**config.mk**
```make
export PLATFORM = sky130hd
export DESIGN_NAME = if_stage
export DESIGN_NICKNAME = d
export VERILOG_FILES = /design/src/rtl/if_stage.sv
export SDC_FILE = /design/constraint.sdc
export NUM_CORES = 1
export LEC_CHECK = 0
export CORE_ASPECT_RATIO = 2
export CORE_UTILIZATION = 30
export CTS_CLUSTER_DIAMETER = 50
export DETAILED_ROUTE_END_ITERATION = 10
export PLACE_DENSITY = 0.61
export SKIP_LAST_GASP = 1
export SLEW_MARGIN = 30
export SYNTH_ARGS = -nofsm -noshare
export SYNTH_HDL_FRONTEND = slang
export SYNTH_SLANG_ARGS = --single-unit
```
**constraint.sdc**
```tcl
create_clock -name clk -period 11.3 [get_ports clk]
set_clock_uncertainty 0.05 [all_clocks]
set_input_delay 2.26 -clock clk [delete_from_list [all_inputs] [get_ports clk]]
set_output_delay 2.26 -clock clk [all_outputs]
set_load 0.01 [all_outputs]
```
**src/rtl/if_stage.sv**
```systemverilog
// Instruction-fetch stage: F-stage PC register, next-PC selection and the IF/ID pipeline register.
// Redirects are resolved from the registered D-stage instruction, so the delay-slot fetch is never squashed.
module if_stage #(
   parameter logic [31:0] PC_RESET   = 32'h0000_3000,
   parameter int unsigned IMEM_WORDS = 1024
) (
   input  logic        clk,
   input  logic        rst,
   input  logic        pcen,
   input  logic        Den,
   input  logic        Dclr,
   input  logic        br,
   input  logic        jump,
   input  logic        jr,
   input  logic [31:0] jr_addr,
   output logic [31:0] imem_addr,
   input  logic [31:0] imem_rdata,
   output logic [31:0] instrD,
   output logic [31:0] pcD,
   output logic [31:0] pc8D,
   output logic        fetch_err
);

   // Window bounds carried in 33 bits so a window ending at the top of memory cannot wrap.
   localparam logic [32:0] WIN_LO = {1'b0, PC_RESET};
   localparam logic [32:0] WIN_HI = WIN_LO + 33'(IMEM_WORDS) * 33'd4 - 33'd4;

   logic [31:0] pc_q, pc_d;
   logic [31:0] instr_q, instr_d;
   logic [31:0] pcd_q, pcd_d;
   logic        err_q, err_d;

   logic [31:0] pcd_plus4;
   logic [31:0] br_off;
   logic [31:0] br_tgt;
   logic [31:0] jump_tgt;
   logic        fetch_ok;
   logic [31:0] fetch_word;

   always_comb begin
      pcd_plus4 = pcd_q + 32'd4;
      br_off    = {{14{instr_q[15]}}, instr_q[15:0], 2'b00};
      br_tgt    = pcd_plus4 + br_off;
      jump_tgt  = {pcd_plus4[31:28], instr_q[25:0], 2'b00};
   end

   always_comb begin
      fetch_ok   = ({1'b0, pc_q} >= WIN_LO) && ({1'b0, pc_q} <= WIN_HI) && (pc_q[1:0] == 2'b00);
      fetch_word = fetch_ok ? imem_rdata : 32'h0;
   end

   // A stalled PC ignores redirects; D is held too, so they are presented again next cycle.
   always_comb begin
      pc_d = pc_q;
      if (pcen) begin
         if (jr)
            pc_d = jr_addr;
         else if (jump)
            pc_d = jump_tgt;
         else if (br)
            pc_d = br_tgt;
         else
            pc_d = pc_q + 32'd4;
      end
   end

   always_comb begin
      instr_d = instr_q;
      pcd_d   = pcd_q;
      err_d   = err_q;
      if (Dclr) begin
         instr_d = 32'h0;
         pcd_d   = 32'h0;
      end else if (Den) begin
         instr_d = fetch_word;
         pcd_d   = pc_q;
         err_d   = err_q | ~fetch_ok;
      end
   end

   always_ff @(posedge clk or negedge rst) begin
      if (!rst) begin
         pc_q    <= PC_RESET;
         instr_q <= 32'h0;
         pcd_q   <= 32'h0;
         err_q   <= 1'b0;
      end else begin
         pc_q    <= pc_d;
         instr_q <= instr_d;
         pcd_q   <= pcd_d;
         err_q   <= err_d;
      end
   end

   assign imem_addr = pc_q;
   assign instrD    = instr_q;
   assign pcD       = pcd_q;
   assign pc8D      = pcd_q + 32'd8;
   assign fetch_err = err_q;

endmodule

```
After elaboration in Yosys (flattened, before gate mapping)
Cells that the tools add are included.
- output and inout port bits: 129
- logic and storage cells: 26
- bits in registers: 97
- bits of input ports: 72
- reduce and logical (&&, ||, !) cells: 5
- order comparisons: 2
- mux-type cells: 8
- add/subtract/negate cells: 4
- bitwise operators: 3
- operators with widths (kind ; count):
    2-to-1 mux 32 bit ; 8
    adder 32 x 3 -> 32 bit, second input constant ; 2
    adder 32 bit ; 1
    adder 32 x 4 -> 32 bit, second input constant ; 1
    >= comparator 32 x 14 -> 1 bit, second input constant ; 1
    <= comparator 32 x 14 -> 1 bit, second input constant ; 1
    logical AND 1 bit ; 2
    logical NOT 2 bit ; 1
    NOT 1 bit ; 2
    AND reduction 2 bit ; 1
    nonzero test 2 bit ; 1
    bitwise OR 1 bit ; 1

Longest topological paths before layout
- depth in word-level cells: 6
- gate-level depth with buffers: 17
- mapped depth without buffers: 17

Least setup slack after synthesis
OpenSTA, ideal clock, no wires.
- path type: reg-to-output
- start: register pcd_q[6], in the netlist pcD[6]
- end: output pc8D[25]
- cell stages (with the launch flop): 9
- arrival time: 2.122 ns
- setup slack: 6.868 ns
- data required time: 8.990 ns
- buffers on the path: 1
- path through: dfrtp_1 buf_2 nand4_1 nor4_4 and3_1 and2b_1 and3_1 nand3_1 xnor2_1
- longest elaborated chain between the ends: 1
- ends and longest elaborated chain (element ; RTL line ; text):
    start, declared ; 30 ; logic [31:0] pcd_q, pcd_d;
    start signal, assigned ; 90 ; pcd_q <= pcd_d;
    adder 32 x 4 -> 32 bit ; 98 ; assign pc8D = pcd_q + 32'd8;
    end, declared ; 20 ; output logic [31:0] pc8D,
No other way between the ends.

Worst setup path in the final report
- start: register pcd_q[6], in the netlist pcD[6]
- end: output pc8D[24]
The elaborated chain is that of the path after synthesis.

==> metrics.md <==
| Metric | Value |
|---|---|
| Share of async-settable or async-resettable flops after synthesis | 100.0% |
| Tmin final | 5.615 ns |
| Via-to-Cell Ratio | 5.574 |
| Gr ovfl total | 0 |
| Initial Util | 30.67% |
| Top_reg_cell synth | dfrtp_1 |
| Most common cell after layout, fill and taps aside | clkdlybuf4s50_1 |
| Max_slew headroom | 34.67% |
| Layout area overhead | 32.83% |
| NumNets Final | 1190 |
| Synthesized flop and latch total | 97 |
| Max Clk Rate | 178.1 MHz |
| Worst Hold Class | reg2reg |
| Ratio of cells with drive above 1 in the final layout | 4.608% |
| CP Class | reg2out |
| Drt initial violations | 445 |
| Worst skew pair latency | 0.38 ns |
| Worst-Margin Slew | 0.9800 ns |
| Largest net degree at the start of global routing | 58 |
| Inst Count DP | 1405 |
| Root Driver | clkbuf_16 |
| Status | completed |
| H-Tree Depth | 3 |
| Post-route antenna net violation count | 0 |
| Register area share after synthesis | 31.52% |
| Crit share post-route | 49.69% |
| Vias in the first global route | 7990 |
| Post-Synthesis Mean Instance Area | 8.399 um^2 |
| IO Port Bufs | 200 |
| Critical path peak fanout | 8 |
| Core area | 25140 um^2 |
| Drt wl/cell | 22.97 um |
| CP startpoint kind | flip-flop |
| DIE HEIGHT | 228.7 um |
| Most frequent cells in the layout | clkdlybuf4s50_1, nor2_1, dfrtp_1 |
| Post-CTS Hold Buffers | 0 |
| Fin. Hold Viols | 0 |
| Drc violations | 0 |
| Gp weighted congestion | 0.9219 |
| Finished Core Util | 40.74% |
| # setup viols final | 0 |
| CTS tree | done |
| Final WS setup | 5.685 ns |
| Initial antenna violation count | 0 |
| Num ports | 201 |
| Clk buf depth | 2 |
| Peak VDD IR | 0.00006007 V |
| Hold slack | 0.4592 ns |
| Overall power | 1.004 mW |
| Rows | 82 |
| Clk slew on worst S/H paths | 0.07 ns |
| Clk sinks | 97 |
| TritonCTS Buffers | 9 |
| Warning count from the yosys run | 0 |
| Synth cell types | 72 |
| Chip width | 115.4 um |
| Final non-filler cell total | 1421 |
| Max-cap violations | 0 |
| Mapped Nets | 1028 |
| CP Data Arrival Time | 3.31 ns |
| Synthesized area | 7710 um^2 |
| ANT cells | 0 |
| Drt pass-1 iters | 5 |
| Cells resized by post-CTS repair | 0 |
| Lkg Pwr | 4.346 nW |
| Synth Instances | 918 |
| Post-CTS setup buffers | 0 |
| Max-slew violations | 0 |
| Total negative slack | 0 ns |
| Power per cell area | 98.05 nW/um^2 |
| Critical Path End Type | output port |
| Vias | 7921 |
| Fin area | 10240 um^2 |
| DRT Wirelength | 32640 um |
| Gr usage total | 25.25% |
| Worst EP required | 8.99 ns |
| Post-Place Setup Slack | 6.099 ns |
| Unrepaired setup endpoints after global routing | false |
| Die area | 26380 um^2 |
| Dpl hpwl | 25500 um |
| Dpl cell area | 9953 um^2 |
| First-pass GRT wire length | 48610 um |
| EDFF count, synth | 0 |
## registers in the layout, indices dropped and copies added, names as in the netlist
register   cells
imem_addr     32
pcD           32
fetch_err      1
instrD        32
## where the power goes
part	internal [mW]	switching, mW	total (mW)
clock network	0.158	0.156	0.314
registers	0.369	0.0611	0.430
logic	0.131	0.129	0.260
total	0.657	0.347	1.00
## worst paths after layout
kind / start / to / slack (ns) / depth (start not counted)
worst max register to register: pcD[2] / imem_addr[23] / 6.70 / 14
worst max-delay path: pcD[6] / pc8D[24] / 5.68 / 7
worst min register to register: fetch_err / fetch_err / 0.46 / 1
max in group asynchronous: rst / instrD[20] / 8.11 / 2
worst min-delay path: fetch_err / fetch_err / 0.46 / 1
min in group asynchronous: rst / instrD[7] / 1.83 / 1
## layout make-up
cell class	instances	area (um^2)
tap	336	420.4
sequential	97	2430
clock inverter	6	48.80
timing repair buffer	211	2072
clock buffer	10	239.0
inverter	21	78.83
fill	2575	14900
multi-input combinational	740	4952
## logic make-up (layout without fill, tap and decap cells)
| logic type | after synthesis | in the layout | share of synthesized area [%] |
|---|---|---|---|
| buf+inv | 81 | 248 | 4.284 |
| fa+ha+maj | 38 | 38 | 6.264 |
| flops | 97 | 97 | 31.52 |
| xor+xnor | 99 | 99 | 11.25 |
| mux | 39 | 39 | 5.112 |
| compound gates | 247 | 247 | 21.62 |
| simple gates | 317 | 317 | 19.96 |
## synthesized netlist by cell type, types with 4 or more instances
cell       n  share of area, %
o21bai_1   4              0.39
buf_1      4              0.19
nor4_1    11              0.89
a211oi_1  12               1.2
a21o_1    17               1.7
mux2i_1   36               4.7
inv_1     20              0.97
nor2_1    98               4.8
a21oi_1   60               3.9
and2_1     4              0.32
xnor2_1   59               6.7
buf_2      8              0.52
o221ai_1   7              0.80
nor3_1    19               1.2
or3_1      7              0.57
nand2b_1   6              0.49
ha_1      37               6.0
nand4_1   20               1.6
o211ai_1   5              0.49
o21ai_0   48               3.1
o22ai_1   11              0.89
a22o_1    32               3.6
dfrtp_1   95                31
o31ai_1    6              0.58
a31oi_1   10              0.81
clkbuf_2   4              0.26
o21a_1     4              0.39
nand3_1   37               2.4
nor2b_1    8              0.65
and4_1     4              0.45
nand2_1   72               3.5
and3_1    17               1.4
xor2_1    40               4.5
clkbuf_1  41               2.0
## critical path, stage by stage (launching register included)
cell	delay (ns)
dfrtp_1	0.50
nand4_1	0.34
nor2_1	0.36
nand3_1	0.24
nor3_1	0.51
nand4_1	0.18
xnor2_1	0.22
clkdlybuf4s50_1	0.57
## layer usage
metal  track usage [%]  up-vias  wire length [um]  part of all wire, %
met5                 0        -                 0                    0
met3             3.394       87              1297                  4.0
met4             17.94        0              2345                  7.2
met1             24.25     3894             10700                   33
li1                  -     3658                 -                    -
met2             47.57      282             18300                   56
Note: power is estimated with default switching activity, not from simulation.
